<file path="config.mk">
export PLATFORM = sky130hd
export DESIGN_NAME = fetch_seq
export DESIGN_NICKNAME = d
export VERILOG_FILES = /design/src/rtl/fetch_seq.sv
export SDC_FILE = /design/constraint.sdc
export NUM_CORES = 1
export LEC_CHECK = 0
export CAP_MARGIN = 10
export CORE_MARGIN = 4
export CORE_UTILIZATION = 40
export DETAILED_ROUTE_END_ITERATION = 7
export PLACE_DENSITY = 0.76
export SKIP_LAST_GASP = 1
export SYNTH_ARGS = -nofsm -noshare
export SYNTH_HDL_FRONTEND = slang
export SYNTH_SLANG_ARGS = --single-unit
</file>
<file path="constraint.sdc">
create_clock -name clk -period 4.8 [get_ports clk]
set_input_delay 0.96 -clock clk [delete_from_list [all_inputs] [get_ports clk]]
set_output_delay 0.96 -clock clk [all_outputs]
set_load 0.01 [all_outputs]
</file>
<file path="src/rtl/fetch_seq.sv">
// Y86-64 multi-cycle fetch sequencer.
// Reads one instruction a byte at a time and hands decoded fields to decode.
module fetch_seq #(
    parameter int unsigned IMEM_SIZE = 2048
) (
    input  logic        clk,
    input  logic        rst_n,
    input  logic        start,
    input  logic [63:0] pc,
    output logic        mem_rd,
    output logic [63:0] mem_addr,
    input  logic [7:0]  mem_rdata,
    output logic        busy,
    output logic        done,
    output logic [3:0]  icode,
    output logic [3:0]  ifun,
    output logic [3:0]  rA,
    output logic [3:0]  rB,
    output logic [63:0] valC,
    output logic [63:0] valP,
    output logic        inst_valid,
    output logic        imem_er,
    output logic        hlt_er
);

    typedef enum logic [1:0] {
        S_IDLE,
        S_RD,
        S_CAP,
        S_DONE
    } state_t;

    localparam logic [64:0] IMEM_LIM = 65'(IMEM_SIZE);

    // Instruction length in bytes, keyed by icode.
    function automatic logic [3:0] len_of(input logic [3:0] ic);
        logic [3:0] l;
        case (ic)
            4'h0, 4'h1, 4'h9:        l = 4'd1;
            4'h2, 4'h6, 4'hA, 4'hB:  l = 4'd2;
            4'h3, 4'h4, 4'h5:        l = 4'd10;
            4'h7, 4'h8:              l = 4'd9;
            default:                 l = 4'd1;
        endcase
        return l;
    endfunction

    // Instructions whose byte 1 carries rA/rB.
    function automatic logic has_regs(input logic [3:0] ic);
        return (ic == 4'h2) || (ic == 4'h6) || (ic == 4'hA) ||
               (ic == 4'hB) || (ic == 4'h3) || (ic == 4'h4) ||
               (ic == 4'h5);
    endfunction

    state_t      state_q, state_d;
    logic [63:0] base_q, base_d;
    logic [3:0]  cnt_q, cnt_d;
    logic [3:0]  icode_q, icode_d;
    logic [3:0]  ifun_q, ifun_d;
    logic [3:0]  ra_q, ra_d;
    logic [3:0]  rb_q, rb_d;
    logic [63:0] valc_q, valc_d;
    logic [63:0] valp_q, valp_d;
    logic        inst_valid_q, inst_valid_d;
    logic        imem_er_q, imem_er_d;
    logic        hlt_er_q, hlt_er_d;

    logic [3:0]  cnt_inc;
    logic [64:0] next_addr;
    logic [3:0]  cur_icode;
    logic [3:0]  cur_len;
    logic        const_byte;

    // State and result registers; reset restores the cleared result values.
    always_ff @(posedge clk or negedge rst_n) begin
        if (!rst_n) begin
            state_q      <= S_IDLE;
            base_q       <= '0;
            cnt_q        <= '0;
            icode_q      <= '0;
            ifun_q       <= '0;
            ra_q         <= 4'hF;
            rb_q         <= 4'hF;
            valc_q       <= '0;
            valp_q       <= '0;
            inst_valid_q <= 1'b1;
            imem_er_q    <= 1'b0;
            hlt_er_q     <= 1'b0;
        end else begin
            state_q      <= state_d;
            base_q       <= base_d;
            cnt_q        <= cnt_d;
            icode_q      <= icode_d;
            ifun_q       <= ifun_d;
            ra_q         <= ra_d;
            rb_q         <= rb_d;
            valc_q       <= valc_d;
            valp_q       <= valp_d;
            inst_valid_q <= inst_valid_d;
            imem_er_q    <= imem_er_d;
            hlt_er_q     <= hlt_er_d;
        end
    end

    // Next-state and field capture; byte 0 length comes straight from rdata.
    always_comb begin
        state_d      = state_q;
        base_d       = base_q;
        cnt_d        = cnt_q;
        icode_d      = icode_q;
        ifun_d       = ifun_q;
        ra_d         = ra_q;
        rb_d         = rb_q;
        valc_d       = valc_q;
        valp_d       = valp_q;
        inst_valid_d = inst_valid_q;
        imem_er_d    = imem_er_q;
        hlt_er_d     = hlt_er_q;

        cnt_inc   = cnt_q + 4'd1;
        next_addr = {1'b0, base_q} + {61'b0, cnt_inc};
        cur_icode = (cnt_q == 4'd0) ? mem_rdata[7:4] : icode_q;
        cur_len   = len_of(cur_icode);
        const_byte = (cnt_q != 4'd0) &&
                     ((((icode_q == 4'h3) || (icode_q == 4'h4) ||
                        (icode_q == 4'h5)) && (cnt_q >= 4'd2)) ||
                      (icode_q == 4'h7) || (icode_q == 4'h8));

        unique case (state_q)
            S_IDLE: begin
                if (start) begin
                    base_d       = pc;
                    cnt_d        = '0;
                    icode_d      = '0;
                    ifun_d       = '0;
                    ra_d         = 4'hF;
                    rb_d         = 4'hF;
                    valc_d       = '0;
                    valp_d       = '0;
                    inst_valid_d = 1'b1;
                    imem_er_d    = 1'b0;
                    hlt_er_d     = 1'b0;
                    if ({1'b0, pc} < IMEM_LIM) begin
                        state_d = S_RD;
                    end else begin
                        state_d      = S_DONE;
                        imem_er_d    = 1'b1;
                        inst_valid_d = 1'b0;
                        valp_d       = pc;
                    end
                end
            end
            S_RD: begin
                state_d = S_CAP;
            end
            S_CAP: begin
                if (cnt_q == 4'd0) begin
                    icode_d = mem_rdata[7:4];
                    ifun_d  = mem_rdata[3:0];
                    if (mem_rdata[7:4] > 4'hB) begin
                        inst_valid_d = 1'b0;
                    end
                    if (mem_rdata[7:4] == 4'h0) begin
                        hlt_er_d = 1'b1;
                    end
                end
                if ((cnt_q == 4'd1) && has_regs(icode_q)) begin
                    ra_d = mem_rdata[7:4];
                    rb_d = mem_rdata[3:0];
                end
                if (const_byte) begin
                    valc_d = {valc_q[55:0], mem_rdata};
                end
                cnt_d = cnt_inc;
                if (cnt_inc == cur_len) begin
                    state_d = S_DONE;
                    valp_d  = base_q + {60'b0, cur_len};
                end else if (next_addr >= IMEM_LIM) begin
                    state_d      = S_DONE;
                    imem_er_d    = 1'b1;
                    inst_valid_d = 1'b0;
                    valp_d       = next_addr[63:0];
                end else begin
                    state_d = S_RD;
                end
            end
            S_DONE: begin
                state_d = S_IDLE;
            end
            default: begin
                state_d = S_IDLE;
            end
        endcase
    end

    assign mem_rd     = (state_q == S_RD);
    assign mem_addr   = (state_q == S_RD) ? (base_q + {60'b0, cnt_q}) : '0;
    assign busy       = (state_q != S_IDLE);
    assign done       = (state_q == S_DONE);
    assign icode      = icode_q;
    assign ifun       = ifun_q;
    assign rA         = ra_q;
    assign rB         = rb_q;
    assign valC       = valc_q;
    assign valP       = valp_q;
    assign inst_valid = inst_valid_q;
    assign imem_er    = imem_er_q;
    assign hlt_er     = hlt_er_q;

endmodule

</file>
==> metrics.csv, run 1 <==
stage,metric,value,unit
outcome,status,"complete, no violations",
critical_path,crit_type,reg2out,
die,die-area,0.0384,sq mm
clocking,tritoncts,yes,
pwr,power_density,621,mW/mm^2
sta,drv_slew,0,
logic_synthesis,yosys-top-cells-area,"dfrtp_1, nand2_1, nor2_1, xnor2_1, o21ai_0",
pwr,clkPwrFrac,16.6,%
die,die_w,196,microns
sta,rsz0062_at_grt,false,
critical_path,crit_required,3.84,ns
critical_path,slowest_delay,0.78,ns
global_routing,grt_pass1_wl,89500,microns
pwr,pwr-share-seq,30.4,%
critical_path,end_kind,output pin,
clocking,h-tree-depth,1,
clocking,insertion_delay,0.55,ns
drt,first_iter_violations,1347,
sta,max_slew_margin,14.9,%
drt,vias,14406,
die,row_count,68,
sta,hold_ws,0.392,ns
logic_synthesis,syn_avg_cell_area,8.09,sq um
critical_path,arrival,3.79,ns
logic_synthesis,yosys_register_bits,217,
global_routing,first_global_vias,13815,
final_layout,nets,2122,
placement,dpl_cell_area,0.0178,sq mm
global_routing,grt.total_usage,30.1,%
logic_synthesis,synthCells,1748,
logic_synthesis,yosysTopAreaCellShare,36.8,%
logic_synthesis,synth_async_sr_flop_share,100,%
sta,hold_viol,0,
sta,fin_worst_skew,0.0110,ns
final_layout,drive_above_1_share,11.9,%
global_routing,antenna_found_initial,1,
logic_synthesis,seq_area_frac_synth,38.5,%
pwr,ir_drop,0.433,mV
clocking,cts-root-buf,clkbuf_16,
pwr,swShare,45.1,%
sta,period_needed,4.75,ns
critical_path,regToRegStartpoint,cnt_q[0]$_DFFE_PN0P_,
sta,post-route-period-util,98.9,%
critical_path,crit_path_start_kind,register,
placement,gp_congestion,1.02,
clocking,numClockSinks,217,
pwr,p_leak,7.47,nW
drt,routed_wl,60000,microns
drt,drc,0,
flow_run,cap_violations,0,
die,core_area,0.0347,sq mm
sta,fmax,0.211,GHz
logic_synthesis,synth-main-ff-cell,dfrtp_1,
final_layout,nFillCells,3211,
logic_synthesis,yosys_warnings,0,
clocking,clockBufferDepth,3,
logic_synthesis,ys_types,73,
critical_path,critPathMaxFanout,9,
critical_path,ff2ff_path_depth,16,
sta,finalSetupViolCount,0,
logic_synthesis,synth_edf_count,0,
logic_synthesis,yosysTopAreaCell,dfrtp_1,
final_layout,area_growth,32.6,%
critical_path,crit_start,base_q[28]$_DFFE_PN0P_,
pwr,p_switching,0.00524,W
final_layout,stdcell_area,0.0187,sq mm
placement,dp_hpwl,45500,microns
critical_path,path_cells,nand4_1 > nor4_1 > nand4b_1 > or3_1 > a21oi_1 > clkdlybuf4s50_1,
drt,antenna_left,0,
global_routing,grt_max_degree,129,
drt,vias_per_cell,5.75,
drt,wire_per_inst,24.0,microns
global_routing,grt.overflow.total,0,
clocking,cts_hold_buf,0,
critical_path,cp_slowest_cell,dfrtp_1,
pwr,p_int,0.00639,W
sta,setup_tns,0,ns
drt,drt_first_pass_iters,5,
logic_synthesis,syn_area,0.0141,sq mm
clocking,numCtsBuffers,25,
die,start_util,40.7,%
pwr,combPwrFrac,53.0,%
placement,portBuffers,288,
clocking,cts.clk_slew.worst_paths,0.06,ns
sta,tightestPinTransition,1.27,ns
hold_path,hold_class,in2async,
logic_synthesis,synth_nets,1841,
die,ios,289,
pwr,p_total,0.0116,W
die,die_h,196,microns
[worst max-delay path: cells and delay by family, from the launching register on]
| kind | cells | cell delay (ns) |
|---|---|---|
| AOI/OAI and AO/OA | 1 | 0.24 |
| buffers and inverters | 1 | 0.58 |
| DFF | 1 | 0.78 |
| and+or+nand+nor | 4 | 1.63 |
[worst paths after layout]
check	endpoint	slack, ns
setup / recovery	mem_addr[57]	0.05
hold / removal	valP[61]$_DFFE_PN0P_	0.39
setup reg to reg	valP[5]$_DFFE_PN0P_	0.25
hold reg to reg	valC[56]$_DFFE_PN0P_	0.48
max in group asynchronous	valC[1]$_DFFE_PN0P_	3.29
min in group clk	valC[56]$_DFFE_PN0P_	0.48
[cell families (layout without fill, tap and decap cells)]
logic type / after synthesis / after routing / synth area share, %
simple gates: 880 / 880 / 28.8
compound gates: 283 / 283 / 14.7
flops: 217 / 217 / 38.5
buf+inv: 193 / 493 / 5.99
xor+xnor: 131 / 131 / 8.12
mux: 26 / 26 / 2.24
fa+ha+maj: 18 / 18 / 1.75
other cells: 0 / 1 / 0
[cell usage in the layout, fill, tap and decap left out, types with 5 or more instances in the layout]
master           synthesis  layout
mux2i_1                 11      11
clkbuf_16                0      25
a21o_1                   9       9
nand3_1                 52      49
a211oi_1                 5       5
and4_1                   9       9
a21oi_1                 43      38
nand2_1                402     398
nand4_1                 55      55
dfstp_2                  9       9
clkbuf_1                69       7
or3_1                   25      25
a22o_1                   9       9
o2111ai_1                5       5
buf_4                    3      91
mux2_2                   5       5
a21oi_2                  1       6
buf_12                   0       6
xor2_1                  58      58
nor2_1                 192     188
and3_1                  10       9
mux2_4                  10      10
clkbuf_8                 0       6
dfrtp_1                208     208
a221o_1                  8       8
xnor2_1                 73      73
clkdlybuf4s50_1          0     285
nand4b_1                 6       6
and2_1                   5       5
nor4_2                   4       6
nor3_1                  49      49
inv_1                   62      62
o21ai_0                125     125
nor4_1                  37      34
a221oi_2                38      38
ha_1                    15      15
[metal layers]
| metal | vias to the layer above | GRT usage [%] | routed length (microns) |
|---|---|---|---|
| met5 | - | 0 | 0 |
| met4 | 0 | 9.96 | 2360 |
| met1 | 7023 | 42.2 | 25900 |
| met3 | 121 | 4.04 | 4100 |
| li1 | 6596 | - | - |
| met2 | 666 | 48.4 | 27700 |
[flip-flops by register name, indices dropped and copies added (netlist names), 2 cells and up]
| signal | cells |
|---|---|
| base_q | 64 |
| icode | 4 |
| state_q | 2 |
| valC | 64 |
| valP | 64 |
| cnt_q | 4 |
| rA | 4 |
| rB | 4 |
| ifun | 4 |
[cell type report]
class	count	area, sq um	share of cell area (%)
flip-flops and latches	217	5440	29.0
inverters	62	233	1.24
well taps	455	569	3.04
clock buffers	38	734	3.92
clock inverters	8	86.3	0.460
repair buffers	385	3700	19.7
multi-input cells	1338	7990	42.6
diodes	1	2.50	0.0133
[through the flow]
stage | setup slack [ns] | utilization (%) | instances
2_1_floorplan | 0.982 | - | 1748
3_3_place_gp | 0.203 | 51.2 | 2450
3_5_place_dp | 0.0373 | 51.2 | 2450
4_1_cts | -0.0541 | 53.6 | 2496
5_1_grt | 0.00818 | 54.0 | 2503
6_report | 0.0511 | 54.0 | 2504
[what timing repair did]
action	CTS	global route
pin swaps	0	4
resized for setup	5	17
endpoints found under the setup margin	16	86
cloned	0	0
setup buffers	0	7
[power groups by stage]
stage	Combinational (W)	Sequential [W]	Clock [W]
5_1_grt	0.00664	0.00363	0.00203
2_1_floorplan	0.00388	0.00311	0
6_report	0.00617	0.00354	0.00193
3_3_place_gp	0.00602	0.00351	0
3_5_place_dp	0.00610	0.00353	0
4_1_cts	0.00613	0.00351	0.00195
[cell usage after synthesis, types with 10 or more instances]
library cell / count
a21oi_1: 43
nor3_1: 49
mux2_4: 10
o21ai_0: 125
buf_1: 10
nor2_1: 192
nand4_1: 55
inv_1: 62
clkbuf_1: 69
buf_2: 41
ha_1: 15
xor2_1: 58
mux2i_1: 11
nand2_1: 402
a221oi_2: 38
dfrtp_1: 208
nand3_1: 52
nor4_1: 37
or3_1: 25
xnor2_1: 73
and3_1: 10
Note: power is estimated with default switching activity, not from simulation.
==> run 2: changes to the inputs <==
Settings changed: ABC_AREA set to 0, CAP_MARGIN 10 to not set, SLEW_MARGIN set to 30.
==> metrics.csv, run 2 (synthesis results as in run 1) <==
stage,metric,value,unit,change
placement,dp_cells,2450,,unchanged
die,ios,289,,unchanged
drt,routed_wl,60600,microns,+1.0%
sta,post-route-period-util,99.6,%,+0.70 points
sta,setup_tns,0,ns,unchanged
clocking,cts_hold_buf,0,,unchanged
drt,drc,0,,unchanged
final_layout,nets,2126,,+0.19%
sta,finalSetupViolCount,0,,unchanged
drt,vias,14472,,+0.46%
critical_path,critPathMaxFanout,9,,unchanged
clocking,insertion_delay,0.56,ns,about the same
final_layout,drive_above_1_share,12.4,%,+0.56 points
critical_path,crit_type,reg2out,,
critical_path,crit_family,simple AND/OR/NAND/NOR gates,,
global_routing,grt.total_usage,30.3,%,+0.26 points
sta,tightestPinTransition,0.990,ns,-0.279 ns
global_routing,grt_max_degree,129,,unchanged
die,core_area,0.0347,sq mm,unchanged
critical_path,regToRegStartpoint,cnt_q[1]$_DFFE_PN0P_,,
outcome,status,"complete, no violations",,
critical_path,cp_slowest_cell,dfrtp_1,,
placement,dp_hpwl,45500,microns,+0.13%
critical_path,arrival,3.82,ns,+0.03 ns
placement,gp_congestion,1.02,,unchanged
sta,drv_slew,0,,unchanged
flow_run,cap_violations,0,,unchanged
clocking,h-tree-depth,1,,unchanged
die,die_w,196,microns,unchanged
drt,wire_per_inst,24.2,microns,+0.88%
critical_path,path_buf_inv,1,,unchanged
final_layout,final_cell_mix,"nand2_1, clkdlybuf4s50_1, dfrtp_1",,
final_layout,final_cells,2507,,+0.12%
pwr,ir_drop,0.501,mV,+16%
die,start_util,40.7,%,unchanged
hold_path,hold_class,in2async,,
global_routing,antenna_found_initial,1,,unchanged
clocking,clockBufferDepth,3,,unchanged
clocking,numCtsBuffers,25,,unchanged
die,row_count,68,,unchanged
drt,drt_first_pass_iters,6,,+1
pwr,power_density,633,mW/mm^2,+1.9%
clocking,numClockSinks,217,,unchanged
placement,portBuffers,288,,unchanged
sta,fmax,0.209,GHz,-0.70%
final_layout,area_growth,33.8,%,
clocking,cts-root-buf,clkbuf_16,,
drt,antenna_left,0,,unchanged
critical_path,end_kind,output pin,,
global_routing,first_global_vias,14053,,+1.7%
critical_path,slowest_delay,0.73,ns,-0.05 ns
pwr,p_leak,7.53,nW,+0.91%
critical_path,reg2reg_slack,0.18,ns,-0.07 ns
critical_path,crit_required,3.84,ns,about the same
critical_path,reg2reg_to,valP[28]$_DFFE_PN0P_,,
die,die_h,196,microns,unchanged
die,die-area,0.0384,sq mm,unchanged
critical_path,path_cells,nand4_1 > nor4_1 > nand4b_1 > or3_1 > a21oi_1 > clkdlybuf4s50_1,,
critical_path,crit_path_start_kind,register,,
sta,max_slew_margin,33.6,%,+19 points
sta,fin_worst_skew,0.0152,ns,+0.00412 ns
sta,period_needed,4.78,ns,+0.0336 ns
final_layout,mostFrequentLayoutCell,nand2_1,,
sta,hold_viol,0,,unchanged
clocking,cts.clk_slew.worst_paths,0.06,ns,about the same
final_layout,diodes,0,,-1
clocking,tritoncts,yes,,
drt,vias_per_cell,5.77,,+0.34%
global_routing,grt_pass1_wl,90100,microns,+0.70%
drt,first_iter_violations,1296,,-3.8%
global_routing,grt.overflow.total,0,,unchanged
critical_path,ff2ff_path_depth,17,,+1
[run 2: changes by cell type in the layout (fill, tap and decap cells not counted), moves of 2 or more]
cell / previous run / this run
clkbuf_1: 7 / 1
bufinv_16: 1 / 6
buf_4: 91 / 94
clkbuf_8: 6 / 4
clkinv_4: 0 / 2
[run 2: routing by layer]
metal  vias up  share of wire, %  GRT usage (%)
li1       6581                 -              -
met1      7049                42           41.2
met2       706                46           48.9
met3       136               7.7           5.39
met4         0               4.3           10.9
met5         -                 0              0
[run 2: how the worst max path moves through the flow]
stage / startpoint / endpoint / slack [ns] / cells after the start
floorplan: cnt_q[0]$_DFFE_PN0P_ / valP[10]$_DFFE_PN0P_ / 0.98 / 15
global placement: cnt_q[1]$_DFFE_PN0P_ / valP[1]$_DFFE_PN0P_ / 0.20 / 16
detailed placement: cnt_q[1]$_DFFE_PN0P_ / valP[5]$_DFFE_PN0P_ / 0.0006 / 16
CTS: base_q[0]$_DFFE_PN0P_ / mem_addr[56] / -0.03 / 13
global route: base_q[1]$_DFFE_PN0P_ / mem_addr[51] / -0.02 / 13
finish: base_q[28]$_DFFE_PN0P_ / mem_addr[57] / 0.02 / 6
[run 2: metrics by stage]
step / total power [W] / hold slack [ns] / setup slack [ns] / area (sq um) / util, %
global route: 0.0126 / 0.433 / -0.0238 / 18900 / 54.5
global placement: 0.00953 / 0.460 / 0.203 / 17800 / 51.2
finish: 0.0120 / 0.396 / 0.0175 / 18900 / 54.5
detailed placement: 0.00964 / 0.469 / 0.000570 / 17800 / 51.2
floorplan: 0.00698 / 0.506 / 0.982 / 14100 / -
CTS: 0.0119 / 0.402 / -0.0261 / 18800 / 54.1
[run 2: layout make-up]
type,count,area [sq um]
sequential,217,5440
timing repair buffer,389,3730
clock buffer,30,684
inverter,62,233
multi-input combinational,1338,8000
fill,3143,15800
tap,455,569
clock inverter,16,265
[run 2: repair_timing]
item	in CTS	in global routing
pin swaps	1	5
cloned	0	0
resized for setup	9	16
buffers inserted	2	9
endpoints found under the setup margin	26	36
hold endpoints to repair	0	0
[run 2: where the power goes]
group,internal (W),switching (W)
Combinational,0.00275,0.00346
Sequential,0.00254,0.000998
Clock,0.00135,0.000861
Total,0.00665,0.00532
[run 2: worst register-to-register path, stage by stage, from the launching register on]
cell,delay (ns)
dfrtp_1,0.37
buf_4,0.16
inv_1,0.07
ha_1,0.35
inv_1,0.10
fa_1,0.44
nand2b_2,0.27
a211oi_1,0.26
buf_4,0.20
nand4b_1,0.12
xor2_1,0.34
o2111ai_1,0.24
nor4_2,0.39
and3_1,0.28
a21oi_4,0.11
nor2_8,0.25
buf_12,0.24
mux2_4,0.32
